<file path="src/rtl/fum_mac_pkg.sv">
// Shared definitions for the FUM floating-point MAC path.
//   DATA_W    : operand/result width (IEEE-754 single)
//   MAC_LAT   : cycles from MAC input sample to the matching result on mac_result
//   LEN_W     : width of the per-vector element counter
//   FP_ZERO / FP_ONE : FP32 constants
//   res_tag_t : result tag carried alongside each MAC input {last, count}
//   sat_inc   : saturating increment for the element counter
package fum_mac_pkg;

  localparam int unsigned DATA_W  = 32;
  localparam int unsigned MAC_LAT = 4;
  localparam int unsigned LEN_W   = 16;

  localparam logic [DATA_W-1:0] FP_ZERO = 32'h0000_0000;
  localparam logic [DATA_W-1:0] FP_ONE  = 32'h3F80_0000;

  typedef struct packed {
    logic             last;
    logic [LEN_W-1:0] count;
  } res_tag_t;

  function automatic logic [LEN_W-1:0] sat_inc(input logic [LEN_W-1:0] v);
    return (&v) ? v : v + 1'b1;
  endfunction

endpackage

</file>
<file path="src/rtl/dot_result_fifo.sv">
// Synchronous show-ahead FIFO holding finished dot-product results.
//   clk_i, rst_ni : clock, asynchronous active-low reset
//   wr_en_i, wr_data_i : write strobe and data
//   rd_en_i       : pop the head entry (ignored when empty)
//   rd_data_o     : head entry, zero while empty
//   count_o       : number of stored entries
//   empty_o       : no entries stored
// A write while full is accepted only if a pop happens in the same cycle.
module dot_result_fifo #(
  parameter int unsigned Width = 48,
  parameter int unsigned Depth = 4
) (
  input  logic                     clk_i,
  input  logic                     rst_ni,
  input  logic                     wr_en_i,
  input  logic [Width-1:0]         wr_data_i,
  input  logic                     rd_en_i,
  output logic [Width-1:0]         rd_data_o,
  output logic [$clog2(Depth):0]   count_o,
  output logic                     empty_o
);

  localparam int unsigned PtrW = $clog2(Depth);

  logic [Width-1:0] mem_q [Depth];
  logic [PtrW-1:0]  wptr_q, rptr_q;
  logic [PtrW:0]    cnt_q;
  logic             do_wr, do_rd;

  assign empty_o   = (cnt_q == '0);
  assign do_rd     = rd_en_i & ~empty_o;
  assign do_wr     = wr_en_i & ((cnt_q != (PtrW+1)'(Depth)) | do_rd);
  assign rd_data_o = empty_o ? '0 : mem_q[rptr_q];
  assign count_o   = cnt_q;

  always_ff @(posedge clk_i) begin
    if (do_wr) begin
      mem_q[wptr_q] <= wr_data_i;
    end
  end

  always_ff @(posedge clk_i or negedge rst_ni) begin
    if (!rst_ni) begin
      wptr_q <= '0;
      rptr_q <= '0;
      cnt_q  <= '0;
    end else begin
      if (do_wr) wptr_q <= wptr_q + 1'b1;
      if (do_rd) rptr_q <= rptr_q + 1'b1;
      case ({do_wr, do_rd})
        2'b10:   cnt_q <= cnt_q + 1'b1;
        2'b01:   cnt_q <= cnt_q - 1'b1;
        default: cnt_q <= cnt_q;
      endcase
    end
  end

endmodule

</file>
<file path="src/rtl/mac_dot_sequencer.sv">
// Initiator for the free-running FP MAC: turns a stream of FP32 operand pairs (vectors
// delimited by s_last) into accumulate-sequenced MAC inputs and returns one dot product
// per vector.
//   clk, rst_n                 : clock, asynchronous active-low reset
//   s_valid/s_ready/s_a/s_b/s_last : operand-pair stream in
//   m_valid/m_ready/m_data/m_count : result stream out (sum and element count)
//   mac_ena/mac_clr/mac_accumulate/mac_ay/mac_az : registered MAC controls/operands
//   mac_result                 : MAC output, valid MAC_LAT cycles after the MAC samples
module mac_dot_sequencer
  import fum_mac_pkg::*;
#(
  parameter int unsigned OUT_DEPTH = 4
) (
  input  logic              clk,
  input  logic              rst_n,
  input  logic              s_valid,
  output logic              s_ready,
  input  logic [DATA_W-1:0] s_a,
  input  logic [DATA_W-1:0] s_b,
  input  logic              s_last,
  output logic              m_valid,
  input  logic              m_ready,
  output logic [DATA_W-1:0] m_data,
  output logic [LEN_W-1:0]  m_count,
  output logic              mac_ena,
  output logic              mac_clr,
  output logic              mac_accumulate,
  output logic [DATA_W-1:0] mac_ay,
  output logic [DATA_W-1:0] mac_az,
  input  logic [DATA_W-1:0] mac_result
);

  localparam int unsigned PipeN = MAC_LAT + 1;
  localparam int unsigned InfW  = $clog2(PipeN + 2) + 1;
  localparam int unsigned CntW  = $clog2(OUT_DEPTH) + 1;

  logic              rst_seen_q, mac_clr_q, mac_ena_q, acc_q;
  logic              first_q;
  logic [LEN_W-1:0]  elem_cnt_q;
  logic [DATA_W-1:0] ay_q, az_q;
  res_tag_t          tag_in_q;         // registered together with ay_q/az_q
  res_tag_t          pipe_q [PipeN];   // follows the MAC's internal latency
  res_tag_t          tag_in_d;

  logic                    accept;
  logic [InfW-1:0]         inflight_last;
  logic                    fifo_wr, fifo_rd, fifo_empty;
  logic [DATA_W+LEN_W-1:0] fifo_rdata;
  logic [CntW-1:0]         fifo_count;

  // Every last tag in flight has a reserved FIFO slot, so a write is never dropped.
  always_comb begin
    inflight_last = InfW'(tag_in_q.last);
    for (int i = 0; i < PipeN; i++) begin
      inflight_last = inflight_last + InfW'(pipe_q[i].last);
    end
  end

  assign s_ready = ~mac_clr_q & ((32'(inflight_last) + 32'(fifo_count)) < OUT_DEPTH);
  assign accept  = s_valid & s_ready;

  always_comb begin
    tag_in_d = '0;
    if (accept) begin
      tag_in_d.last  = s_last;
      tag_in_d.count = sat_inc(elem_cnt_q);
    end
  end

  always_ff @(posedge clk or negedge rst_n) begin
    if (!rst_n) begin
      rst_seen_q <= 1'b0;
      mac_clr_q  <= 1'b1;
      mac_ena_q  <= 1'b0;
      acc_q      <= 1'b0;
      first_q    <= 1'b1;
      elem_cnt_q <= '0;
      ay_q       <= FP_ZERO;
      az_q       <= FP_ZERO;
      tag_in_q   <= '0;
      for (int i = 0; i < PipeN; i++) pipe_q[i] <= '0;
    end else begin
      // Hold clr for one full cycle after reset release, then run the MAC freely.
      rst_seen_q <= 1'b1;
      mac_clr_q  <= ~rst_seen_q;
      mac_ena_q  <= rst_seen_q;
      // Bubbles feed +0.0 with the same accumulate flag, so gaps leave the sum intact.
      acc_q      <= ~first_q;
      tag_in_q   <= tag_in_d;
      if (accept) begin
        ay_q       <= s_a;
        az_q       <= s_b;
        first_q    <= s_last;
        elem_cnt_q <= s_last ? '0 : sat_inc(elem_cnt_q);
      end else begin
        ay_q <= FP_ZERO;
        az_q <= FP_ZERO;
      end
      pipe_q[0] <= tag_in_q;
      for (int i = 1; i < PipeN; i++) pipe_q[i] <= pipe_q[i-1];
    end
  end

  assign fifo_wr = pipe_q[PipeN-1].last;
  assign fifo_rd = m_valid & m_ready;

  dot_result_fifo #(
    .Width (DATA_W + LEN_W),
    .Depth (OUT_DEPTH)
  ) u_fifo (
    .clk_i     (clk),
    .rst_ni    (rst_n),
    .wr_en_i   (fifo_wr),
    .wr_data_i ({pipe_q[PipeN-1].count, mac_result}),
    .rd_en_i   (fifo_rd),
    .rd_data_o (fifo_rdata),
    .count_o   (fifo_count),
    .empty_o   (fifo_empty)
  );

  assign m_valid        = ~fifo_empty;
  assign m_data         = fifo_rdata[DATA_W-1:0];
  assign m_count        = fifo_rdata[DATA_W +: LEN_W];
  assign mac_ena        = mac_ena_q;
  assign mac_clr        = mac_clr_q;
  assign mac_accumulate = acc_q;
  assign mac_ay         = ay_q;
  assign mac_az         = az_q;

endmodule

</file>
<file path="config.mk">
export PLATFORM = sky130hd
export DESIGN_NAME = mac_dot_sequencer
export DESIGN_NICKNAME = d
export VERILOG_FILES = /design/src/rtl/fum_mac_pkg.sv /design/src/rtl/dot_result_fifo.sv /design/src/rtl/mac_dot_sequencer.sv
export SDC_FILE = /design/constraint.sdc
export NUM_CORES = 1
export LEC_CHECK = 0
export ABC_CLOCK_PERIOD_IN_PS = 3600
export BUFFER_PORTS_ARGS = -buffer_cell sky130_fd_sc_hd__buf_2
export CAP_MARGIN = 20
export CORE_ASPECT_RATIO = 1.1
export CORE_MARGIN = 3
export CORE_UTILIZATION = 50
export CTS_CLUSTER_SIZE = 30
export DETAILED_ROUTE_END_ITERATION = 7
export PLACE_DENSITY_LB_ADDON = 0.1
export SLEW_MARGIN = 20
export SYNTH_ARGS = -nofsm -noshare
export SYNTH_HDL_FRONTEND = slang
export SYNTH_HIERARCHICAL = 1
export SYNTH_SLANG_ARGS = --single-unit
</file>
<file path="constraint.sdc">
create_clock -name clk -period 3.6 [get_ports clk]
set_input_delay 0.18 -clock clk [delete_from_list [all_inputs] [get_ports clk]]
set_output_delay 0.18 -clock clk [all_outputs]
set_load 0.01 [all_outputs]
</file>
==> flow_summary.json <==
{
  "ys_types": 66,
  "drive_above_1_share": 0.323,
  "cp_slowest_cell": "or4_1",
  "layout_commonest_cell": "buf_2",
  "clk_latency_ns": 0.52,
  "ys_top_cells_by_area": "edfxtp_1, dfrtp_1, mux4_2",
  "synth_edf_count": 192,
  "syn_to_final_growth_pct": 27.1,
  "max_stage_delay_ns": 0.56,
  "finalSetupViolCount": 0,
  "rsz0062_at_grt": "false",
  "hold_path_class": "in2reg",
  "cp_data_required_time_ns": 4.05,
  "numCtsBuffers": 39,
  "start_util": 0.513,
  "grtUsageTotal": 0.178,
  "cp_max_fo": 10,
  "synthArstFlopShare": 0.503,
  "skew_ns": 0.0167,
  "die-area_mm2": 0.0300,
  "cp-start-kind": "register",
  "synth_fp_nets": 891,
  "dieHeight_um": 181,
  "worstMarginPinSlew_ns": 0.812,
  "pin_count": 218,
  "maxCapViolCount": 0,
  "cts.sink_count": 386,
  "cts_max_path_buffers": 3,
  "p_per_area_mw_per_mm2": 669,
  "drv_slew": 0,
  "cp-startpoint": "tag_in_q[16]",
  "layout_common_cells": "buf_2, edfxtp_1, dfrtp_1",
  "ys.flop_type": "edfxtp_1",
  "cts_tree": "built",
  "grt_pass1_vias": 8148,
  "worstSetupPathType": "reg2reg",
  "fin_crit_sh": 0.874,
  "first_pass_iters": 5,
  "yosys.area.top_type": "edfxtp_1",
  "endpoint": "elem_cnt_q[9]",
  "ir_drop_mv": 0.416,
  "antenna_found_initial": 0,
  "postRouteAntennaNets": 0,
  "reg2reg_from": "tag_in_q[16]",
  "globalplace.congestion": 0.789,
  "yosysWarnings": 6,
  "cts_root_buf": "clkbuf_16",
  "ys_seq_area_frac": 0.761,
  "syn_inst": 778,
  "ys_seq_elements": 386,
  "overflow": 0,
  "cp.buffers_inverters": 2,
  "synth_area_mm2": 0.0140,
  "dp_hpwl_mm": 15.0,
  "drc": 0,
  "cts_setup_buffers": 0,
  "routed_wl_mm": 25.8,
  "vias": 7558,
  "period_minus_slack_ns": 3.15,
  "crit_arrival_ns": 3.59,
  "fin_nets": 1226,
  "fp.coreArea_mm2": 0.0272,
  "end_kind": "register",
  "syn_area_per_cell_um2": 17.9,
  "clkTransAtPathRegs_ns": 0.06,
  "r2r_cells": 9,
  "r2r_setup_slack_ns": 0.45,
  "r2r-end": "elem_cnt_q[9]",
  "outcome": "completed",
  "first_iter_violations": 369,
  "fillers": 1930,
  "die_x_um": 165,
  "p_leak_nw": 7.65,
  "routed_via_density": 5.04,
  "wl_per_cell_um": 17.2,
  "netlist.area_leader.share": 0.413,
  "max_slew_margin": 0.458,
  "grt_max_degree": 79,
  "cp.depth": 9,
  "rows": 63,
  "cts.htree.levels": 2,
  "io_buffer_count": 217,
  "fmax_ghz": 0.318,
  "hold_ws_ns": 0.0811,
  "finalSetupTns_ns": 0,
  "grt_pass1_wl_mm": 42.1,
  "crit_family": "adder cells",
  "num_antenna_cells": 0,
  "hold_viol": 0,
  "crit_chain": "fa_1 > inv_1 > fa_1 > inv_1 > ha_1 > a21oi_1 > o2111ai_1 > or4_1 > nand3_1"
}
registers in the layout, indices dropped and copies added (netlist names):
signal,cells
mac_accumulate,1
mac_clr,1
u_fifo/rptr_q,2
u_fifo/count_o,3
tag_in_q,17
first_q,1
rst_seen_q,1
mac_ena,1
mac_az,32
elem_cnt_q,16
u_fifo/wptr_q,2
pipe_q,84
u_fifo/mem_q,192
mac_ay,32
fifo_wr,1
repair_timing:
action | in CTS | in global routing
resized for setup | 0 | 0
hold buffers | 97 | 0
endpoints found under the hold margin | 265 | 0
cells by family after synthesis:
family | Yosys count | share of synthesized area
flip-flops | 386 | 0.761
buffers and inverters | 56 | 0.0196
XOR/XNOR | 11 | 0.00690
other | 1 | 0.000269
multiplexers | 50 | 0.0793
AND/OR/NAND/NOR | 192 | 0.0855
adder cells (fa/ha/maj) | 12 | 0.0124
AO/OA/AOI/OAI | 70 | 0.0349
how the worst min path moves through the flow:
stage                 from        endpoint  slack (ns)  cells after the start
floorplan            rst_n   elem_cnt_q[0]       -0.12                      0
global placement     rst_n      mac_ay[27]        0.24                      1
detailed placement   rst_n  mac_accumulate        0.25                      1
CTS                 s_last  elem_cnt_q[14]        0.05                      3
global route        s_last   elem_cnt_q[4]        0.09                      3
finish              s_last  elem_cnt_q[14]        0.08                      3
worst register-to-register path: stages, from the launching register on:
cell and delay [ns]:
dfrtp_1 0.40, fa_1 0.54, inv_1 0.05, fa_1 0.48, inv_1 0.04, ha_1 0.26
a21oi_1 0.26, o2111ai_1 0.42, or4_1 0.56, nand3_1 0.08
routing by layer:
layer	global-route usage	wire length [µm]
met1	0.226	10400
met2	0.308	13400
met3	0.0374	1410
met4	0.0546	679
met5	0	0
synth_stat cells (all sizes together) (2+ instances only):
library cell and n:
dfrtp 192, xor2 2, o31ai 2, a21oi 19, xnor2 9, inv 20, ha 9, and3 7
nor2b 2, o41ai 2, a31o 5, a31oi 4, fa 3, o211ai 5, a21o 2, buf 17
clkbuf 18, and4 2, o21ai 11, nand2 11, nand3 9, dfstp 2, o21bai 2, o311ai 3
and2 117, nor3 5, nor3b 2, or4 3, o21a 4, mux4 48, nor2 14, edfxtp 192
nand4 5, nor4 4, or3 8
area by class of cell:
| cell class | count | area (µm²) | area share |
|---|---|---|---|
| clock buffer | 53 | 1110 | 0.0626 |
| clock inverter | 19 | 195 | 0.0110 |
| inverter | 21 | 78.8 | 0.00444 |
| multi-input combinational | 336 | 3070 | 0.173 |
| sequential | 386 | 10600 | 0.599 |
| tap | 357 | 447 | 0.0252 |
| timing repair buffer | 329 | 2220 | 0.125 |
metrics by stage:
| stage | cells | setup WS, ns | total power, W | util | area (µm²) |
|---|---|---|---|---|---|
| after floorplan | 778 | 0.611 | 0.00700 | - | 14000 |
| after global placement | 1332 | 0.463 | 0.00792 | 0.569 | 15500 |
| after detailed placement | 1332 | 0.428 | 0.00795 | 0.569 | 15500 |
| after CTS | 1501 | 0.427 | 0.0121 | 0.652 | 17700 |
| after global routing | 1501 | 0.245 | 0.0125 | 0.652 | 17700 |
| final | 1501 | 0.453 | 0.0119 | 0.652 | 17700 |
where the power goes:
group / total, W / internal, W / switching [W] / leakage [nW]
combinational: 0.00259 / 0.00135 / 0.00124 / 2.61
sequential: 0.00529 / 0.00497 / 0.000328 / 4.40
clock: 0.00399 / 0.00239 / 0.00159 / 0.642
(Power assumes the default switching activity.)
